**src/rtl/nubus_burst_master.sv**
```systemverilog
// nubus_burst_master: NuBus master transfer engine with block transfers,
// a write-data buffer, read-data streaming, slave status decode and
// automatic retry on try-again-later.
// Optional local data-phase timeout: define NUBUS_BURST_TIMEOUT_EN.
module nubus_burst_master #(
  parameter int BLOCK_MAX      = 8,
  parameter int RETRY_MAX      = 4,
  parameter int RETRY_GAP      = 3,
  parameter int TIMEOUT_CYCLES = 255
) (
  input  logic        nub_clk,
  input  logic        nub_reset,
  input  logic        req_valid,
  output logic        req_ready,
  input  logic [31:0] req_addr,
  input  logic        req_write,
  input  logic [4:0]  req_len,
  input  logic        wdata_valid,
  input  logic [31:0] wdata,
  output logic        rdata_valid,
  output logic [31:0] rdata,
  output logic        done,
  output logic [1:0]  status,
  input  logic        arb_grant,
  input  logic        bus_busy,
  output logic        arbcy,
  output logic        rqst,
  output logic        start,
  output logic [1:0]  tm_o,
  output logic        tm_oe,
  output logic [31:0] ad_o,
  output logic        ad_oe,
  input  logic [31:0] ad_i,
  input  logic        ack_i,
  input  logic [1:0]  tm_i
);

  localparam int         BW           = $clog2(BLOCK_MAX);
  localparam logic [7:0] LP_RETRY_MAX = 8'(RETRY_MAX);
  localparam logic [7:0] LP_GAP_LAST  = (RETRY_GAP > 0) ? 8'(RETRY_GAP - 1) : 8'd0;
`ifdef NUBUS_BURST_TIMEOUT_EN
  localparam logic [15:0] LP_TIMEOUT  = 16'(TIMEOUT_CYCLES);
`endif

  typedef enum logic [2:0] {
    S_IDLE, S_LOAD, S_ARB, S_ADDR, S_DATA, S_CHECK, S_GAP, S_DONE
  } state_t;

  state_t      r_state;
  logic [31:0] r_addr;
  logic        r_write;
  logic [4:0]  r_len;
  logic [4:0]  r_wptr;
  logic [4:0]  r_beat;
  logic [1:0]  r_tm;
  logic [7:0]  r_retry;
  logic [7:0]  r_gap;
`ifdef NUBUS_BURST_TIMEOUT_EN
  logic [15:0] r_to_cnt;
`endif
  logic [31:0] r_buf [BLOCK_MAX];

  logic        r_req_ready, r_rdata_valid, r_done, r_arbcy, r_rqst, r_start;
  logic        r_tm_oe, r_ad_oe;
  logic [31:0] r_rdata, r_ad_o;
  logic [1:0]  r_status, r_tm_o;

  logic [3:0]  w_blk_code;
  logic [31:0] w_addr_phase;
  logic [4:0]  w_beat_inc;
  logic        w_buf_we;
  logic [31:0] w_buf_nxt;

  // Block size code for the address cycle: log2 of the beat count
  always_comb begin
    w_blk_code = 4'd0;
    case (r_len)
      5'd1:    w_blk_code = 4'd1;
      5'd3:    w_blk_code = 4'd2;
      5'd7:    w_blk_code = 4'd3;
      5'd15:   w_blk_code = 4'd4;
      default: w_blk_code = 4'd0;
    endcase
  end

  assign w_addr_phase = (r_len == 5'd0) ? r_addr : {r_addr[31:6], w_blk_code, 2'b00};
  assign w_beat_inc   = r_beat + 5'd1;
  assign w_buf_we     = (r_state == S_LOAD) && wdata_valid;
  assign w_buf_nxt    = r_buf[w_beat_inc[BW-1:0]];

  // Write-data buffer; only filled in LOAD, contents survive retries
  always_ff @(posedge nub_clk) begin
    if (w_buf_we) r_buf[r_wptr[BW-1:0]] <= wdata;
  end

  // Transfer FSM with registered bus and CPU-side outputs
  always_ff @(posedge nub_clk or posedge nub_reset) begin
    if (nub_reset) begin
      r_state <= S_IDLE;
      r_addr <= '0; r_write <= 1'b0; r_len <= '0; r_wptr <= '0; r_beat <= '0;
      r_tm <= '0; r_retry <= '0; r_gap <= '0;
`ifdef NUBUS_BURST_TIMEOUT_EN
      r_to_cnt <= '0;
`endif
      r_req_ready <= 1'b1; r_rdata_valid <= 1'b0; r_rdata <= '0; r_done <= 1'b0;
      r_status <= '0; r_arbcy <= 1'b0; r_rqst <= 1'b0; r_start <= 1'b0;
      r_tm_o <= '0; r_tm_oe <= 1'b0; r_ad_o <= '0; r_ad_oe <= 1'b0;
    end else begin
      r_rdata_valid <= 1'b0;
      r_done        <= 1'b0;
      case (r_state)
        S_IDLE: begin
          if (req_valid && r_req_ready) begin
            r_addr      <= req_addr;
            r_write     <= req_write;
            r_len       <= req_len;
            r_wptr      <= '0;
            r_retry     <= '0;
            r_req_ready <= 1'b0;
            if (req_write) begin
              r_state <= S_LOAD;
            end else begin
              r_state <= S_ARB;
              r_rqst  <= 1'b1;
              r_arbcy <= 1'b1;
            end
          end
        end
        S_LOAD: begin
          if (wdata_valid) begin
            if (r_wptr == r_len) begin
              r_state <= S_ARB;
              r_rqst  <= 1'b1;
              r_arbcy <= 1'b1;
            end else begin
              r_wptr <= r_wptr + 5'd1;
            end
          end
        end
        S_ARB: begin
          if (arb_grant && !bus_busy) begin
            r_state <= S_ADDR;
            r_rqst  <= 1'b0;
            r_arbcy <= 1'b0;
            r_start <= 1'b1;
            r_ad_oe <= 1'b1;
            r_ad_o  <= w_addr_phase;
            r_tm_oe <= 1'b1;
            r_tm_o  <= {~r_write, 1'b1};
          end
        end
        S_ADDR: begin
          r_start <= 1'b0;
          r_tm_oe <= 1'b0;
          r_tm_o  <= '0;
          r_beat  <= '0;
`ifdef NUBUS_BURST_TIMEOUT_EN
          r_to_cnt <= '0;
`endif
          // An ack already in the address cycle closes a single-beat transfer
          if (ack_i) begin
            r_tm    <= tm_i;
            r_state <= S_CHECK;
            r_ad_oe <= 1'b0;
            r_ad_o  <= '0;
            if (!r_write) begin
              r_rdata       <= ad_i;
              r_rdata_valid <= 1'b1;
            end
          end else begin
            r_state <= S_DATA;
            r_ad_oe <= r_write;
            r_ad_o  <= r_write ? r_buf[0] : '0;
          end
        end
        S_DATA: begin
          if (ack_i) begin
            r_tm    <= tm_i;
            r_state <= S_CHECK;
            r_ad_oe <= 1'b0;
            r_ad_o  <= '0;
            if (!r_write) begin
              r_rdata       <= ad_i;
              r_rdata_valid <= 1'b1;
            end
          end else if (tm_i[0]) begin
`ifdef NUBUS_BURST_TIMEOUT_EN
            r_to_cnt <= '0;
`endif
            // Beats beyond len are dropped so the index never overruns
            if (r_beat != r_len) begin
              r_beat <= w_beat_inc;
              if (r_write) begin
                r_ad_o <= w_buf_nxt;
              end else begin
                r_rdata       <= ad_i;
                r_rdata_valid <= 1'b1;
              end
            end
          end else begin
`ifdef NUBUS_BURST_TIMEOUT_EN
            if (r_to_cnt + 16'd1 >= LP_TIMEOUT) begin
              r_ad_oe  <= 1'b0;
              r_ad_o   <= '0;
              r_done   <= 1'b1;
              r_status <= 2'd2;
              r_state  <= S_DONE;
            end else begin
              r_to_cnt <= r_to_cnt + 16'd1;
            end
`endif
          end
        end
        S_CHECK: begin
          case (r_tm)
            2'b00: begin
              r_done <= 1'b1; r_status <= 2'd0; r_state <= S_DONE;
            end
            2'b11: begin
              if (r_retry < LP_RETRY_MAX) begin
                r_state <= S_GAP;
                r_gap   <= '0;
              end else begin
                r_done <= 1'b1; r_status <= 2'd3; r_state <= S_DONE;
              end
            end
            default: begin
              r_done <= 1'b1; r_status <= 2'd1; r_state <= S_DONE;
            end
          endcase
        end
        S_GAP: begin
          if (r_gap >= LP_GAP_LAST) begin
            r_state <= S_ARB;
            r_rqst  <= 1'b1;
            r_arbcy <= 1'b1;
            r_retry <= r_retry + 8'd1;
          end else begin
            r_gap <= r_gap + 8'd1;
          end
        end
        S_DONE: begin
          r_req_ready <= 1'b1;
          r_retry     <= '0;
          r_state     <= S_IDLE;
        end
        default: r_state <= S_IDLE;
      endcase
    end
  end

  assign req_ready   = r_req_ready;
  assign rdata_valid = r_rdata_valid;
  assign rdata       = r_rdata;
  assign done        = r_done;
  assign status      = r_status;
  assign arbcy       = r_arbcy;
  assign rqst        = r_rqst;
  assign start       = r_start;
  assign tm_o        = r_tm_o;
  assign tm_oe       = r_tm_oe;
  assign ad_o        = r_ad_o;
  assign ad_oe       = r_ad_oe;

endmodule

```
**config.mk**
```make
export PLATFORM = sky130hd
export DESIGN_NAME = nubus_burst_master
export DESIGN_NICKNAME = d
export VERILOG_FILES = /design/src/rtl/nubus_burst_master.sv
export SDC_FILE = /design/constraint.sdc
export NUM_CORES = 1
export LEC_CHECK = 0
export ABC_AREA = 1
export BUFFER_PORTS_ARGS = -buffer_cell sky130_fd_sc_hd__buf_4
export CORE_ASPECT_RATIO = 1.2
export CORE_MARGIN = 2
export CORE_UTILIZATION = 59
export DETAILED_ROUTE_END_ITERATION = 8
export PLACE_DENSITY = 0.8
export SETUP_SLACK_MARGIN = 0.4
export SYNTH_ARGS = -nofsm -noshare
export SYNTH_HDL_FRONTEND = slang
export SYNTH_SLANG_ARGS = --single-unit
```
**constraint.sdc**
```tcl
create_clock -name nub_clk -period 6.17 [get_ports nub_clk]
set_input_delay 1.234 -clock nub_clk [delete_from_list [all_inputs] [get_ports nub_clk]]
set_output_delay 1.234 -clock nub_clk [all_outputs]
set_load 0.005 [all_outputs]
```
==> results.txt <==
----------------------------------------------------
[Timing]
  Tmin final ... 3.899 ns
  Number of slew-limit violations in the final report ... 0
  Transition at the pin with the smallest max-transition slack ... roughly 1.1 ns
  RSZ-0062 raised after global routing ... false
  Setup skew after layout ... 0.01513 ns
  Upper clock frequency limit ... 256.5 MHz
  Final critical-path share of the clock period ... 63.19%
  Worst slew margin relative to its limit ... 27.95%
  Number of hold violations in the final report ... 0
  Final setup violation count ... 0
  TNS Setup ... 0 ns
  Final worst slack ... 2.271 ns
  Post-Route Hold Slack ... 0.4747 ns

[Logic synthesis]
  Yosys reg bits ... 398
  Post-synthesis instance total ... 1911
  Number of distinct library cells after synthesis ... 36
  Share of synthesized area occupied by flip-flops and latches ... 63.62%
  Yosys warns ... 0
  Mean area per synthesized cell ... 9.246 um2
  Post-synthesis instance area ... 17670 um2
  Syn Nets ... around 2000

[Placement]
  Area after DPL ... 19400 um2
  Port Buffers ... 186
  Worst-case setup slack after placement ... approximately 2.3 ns
  Estimated wirelength of the detail-placed design ... 25.46 mm
  Global placer's final weighted congestion ... 0.8539
  Placed cell count ... 2418

[Worst setup path]
  Kind of end point of the critical path ... flip-flop
  Arrival time of data at the critical path endpoint ... 4.38 ns
  Reg-to-reg startpoint ... r_beat[0]
  Required time reported for the critical path endpoint ... 6.65 ns
  R2R Setup Slk ... 2.27 ns
  Startpoint type of the worst setup path ... flip-flop
  Worst setup path category ... flip-flop to flip-flop
  Reg2Reg Capture Point ... ad_o[25]
  Maximum fanout along the worst path ... 67
  Cell count of the worst reg-to-reg path ... 8

[Global routing]
  Met1 Track Usage GR ... 34.82%
  Total grt overflow ... 0
  Met2 Usage GRT ... 47.53%
  Pin count of the biggest net entering global routing ... 75
  GRT Util Overall ... 27.86%
  Number of global-route vias before repair ... 13549
  Met3 track utilization from global routing ... 4.717%
  First-pass GRT wire length ... 68.61 mm
  Global route hottest layer ... met2
  Initial antenna violation count ... 0

[Drt]
  Via Count ... about 14000
  WL final ... 43.62 mm
  DR vias/cell ... 5.529
  Number of violations reported at the end of detailed-routing iteration 0 ... 1459
  Total DRC errors in the routed layout ... 0
  Remaining number of nets flagged by the antenna check after routing ... 0
  Routed length per placed instance ... 17.50 um
  Router iterations before antenna repair ... 7

[CTS]
  TritonCTS clock tree ... done
  Clock transition at the registers of the reported paths ... 0.06 ns
  Num Clock Sinks ... roughly 400
  Deepest level of the CTS H-tree ... 2
  Count of cells resized by post-cts repair ... 0
  Number of clock buffers inserted by TritonCTS ... 40
  Clock insertion delay at the later pin of the skew report ... 0.55 ns
  Clock root cell ... sky130_fd_sc_hd__clkbuf_16
  Count of hold buffers inserted by post-cts repair ... 0
  Number of buffers on the longest clock path ... 3
  Number of setup buffers added after CTS ... 0

[Finish]
  Leading cell type in the layout, fill and taps excluded ... sky130_fd_sc_hd__nand2_1
  Final cell count without fillers ... 2492
  Commonest cells after routing, fill and taps aside ... sky130_fd_sc_hd__nand2_1, sky130_fd_sc_hd__nand3_1, sky130_fd_sc_hd__edfxtp_1
  Layout overhead on the synthesized area ... 17.34%
  Number of nets in the final layout ... 2186
  Finished Cell Area ... 20730 um2
  Ratio of cells with drive above 1 in the final layout ... 14.65%
  Area of combinational cells with multiple inputs ... 5197 um2
  Diodes inserted ... 0
  Count of filler cells inserted in the layout ... ~2100
  Flip-flop and latch area ... 11250 um2
  Utilization after layout ... 70.22%

[Floorplan]
  Starting utilization of the core area ... approximately three fifths
  Total Die Area ... 31350 um2
  Rows ... around 70
  Die H ... ~190 um
  Core ar. ... between 20000 and 30000 um2
  Width of the die ... 162.0 um
  Top-Level Pins ... 187

[Min path]
  Launch instance of the worst min-delay path ... rdata[4]
  Number of instances on the worst hold path ... 2
  WHS Endpoint ... rdata[4]
  Classification of the worst-slack hold path ... flip-flop to flip-flop

[Power]
  Static leakage ... 9.792 nW
  PwrDens ... between 400 and 500 nW/um2
  Total power draw ... 8.712 mW
  Highest ir drop seen on vdd ... between 200 and 300 uV

[Job]
  Max capacitance violation total ... 0

[Outcome]
  Status ... finished, final reports clean

----------------------------------------------------
area by class of cell:
class,instances,share of cell area [%]
Clock buffer,57,5.582
Clock inverter,17,0.8690
Inverter,243,4.429
Multi-Input combinational cell,1181,25.07
Sequential cell,398,54.24
Tap cell,390,2.354
Timing Repair Buffer,206,7.459
worst max-delay path, cell delays in order, from the launching register on:
cell	delay, ns
sky130_fd_sc_hd__dfrtp_4	0.90
sky130_fd_sc_hd__clkinv_2	0.89
sky130_fd_sc_hd__nand2_1	0.23
sky130_fd_sc_hd__nand2_1	0.07
sky130_fd_sc_hd__nor2_1	0.24
sky130_fd_sc_hd__nand4_4	0.45
sky130_fd_sc_hd__nand3_2	0.78
sky130_fd_sc_hd__nand2_1	0.14
sky130_fd_sc_hd__nand2_1	0.11
sequential cells by signal, indices dropped and copies added (netlist names), 5 cells and up:
signal,flops
ad_o,32
r_addr,32
r_beat,5
r_buf,256
r_gap,8
r_len,5
r_retry,8
r_wptr,5
rdata,32
where the power goes:
part           switching, mW  internal, mW
clock network           1.02          1.44
registers              0.341          3.25
logic                   1.72         0.940
total                   3.08          5.63
cell usage after synthesis, drive strengths merged:
library cell / number / area, um2
or2: 2 / 12.51
buf: 44 / 226.5
xor2: 7 / 61.31
nor3: 7 / 51.30
nor4: 3 / 18.77
o21ai: 24 / 120.1
xnor2: 4 / 35.03
o22ai: 1 / 12.51
dfrtp: 141 / 3528
clkbuf: 45 / 168.9
nand3b: 4 / 42.54
edfxtp: 256 / 7687
inv: 242 / 908.4
nand2: 757 / 2846
dfstp: 1 / 26.28
a31o: 1 / 8.760
o31ai: 2 / 15.01
nand3: 294 / 1476
a21oi: 10 / 53.80
nor2: 49 / 219.0
clkinv: 1 / 3.750
nand4: 11 / 83.83
ha: 5 / 62.56
worst max-delay path by stage:
| stage | depth (start not counted) | slack (ns) | start | endpoint |
|---|---|---|---|---|
| final | 8 | 2.27 | r_beat[0] | ad_o[25] |
| after global routing | 8 | 1.93 | r_beat[0] | ad_o[14] |
| after CTS | 8 | 2.30 | r_beat[0] | ad_o[25] |
| after detailed placement | 8 | 2.29 | r_beat[0] | ad_o[31] |
| after global placement | 8 | 2.42 | r_beat[0] | ad_o[30] |
| after floorplan | 1 | 1.13 | nub_reset | ad_o[0] |
cells by family (layout without fill, tap and decap cells):
group           Yosys count  after routing  synth area share, %
simple gates           1127           1127                26.89
fa+ha+maj                 5              5               0.3541
xor+xnor                 11             11               0.5452
buf+inv                 332            523                7.400
flops                   398            398                63.62
compound gates           38             38                1.190
routing by layer:
metal  part of all wire (%)  wire length, um  up-vias
met4                    4.1             1787        0
met5                      0                0        -
met3                    9.1             3979      136
met2                     49            21360      739
met1                     38            16490     6486
li1                       -                -     6418
No activity file was read; power rests on OpenSTA's default activity.
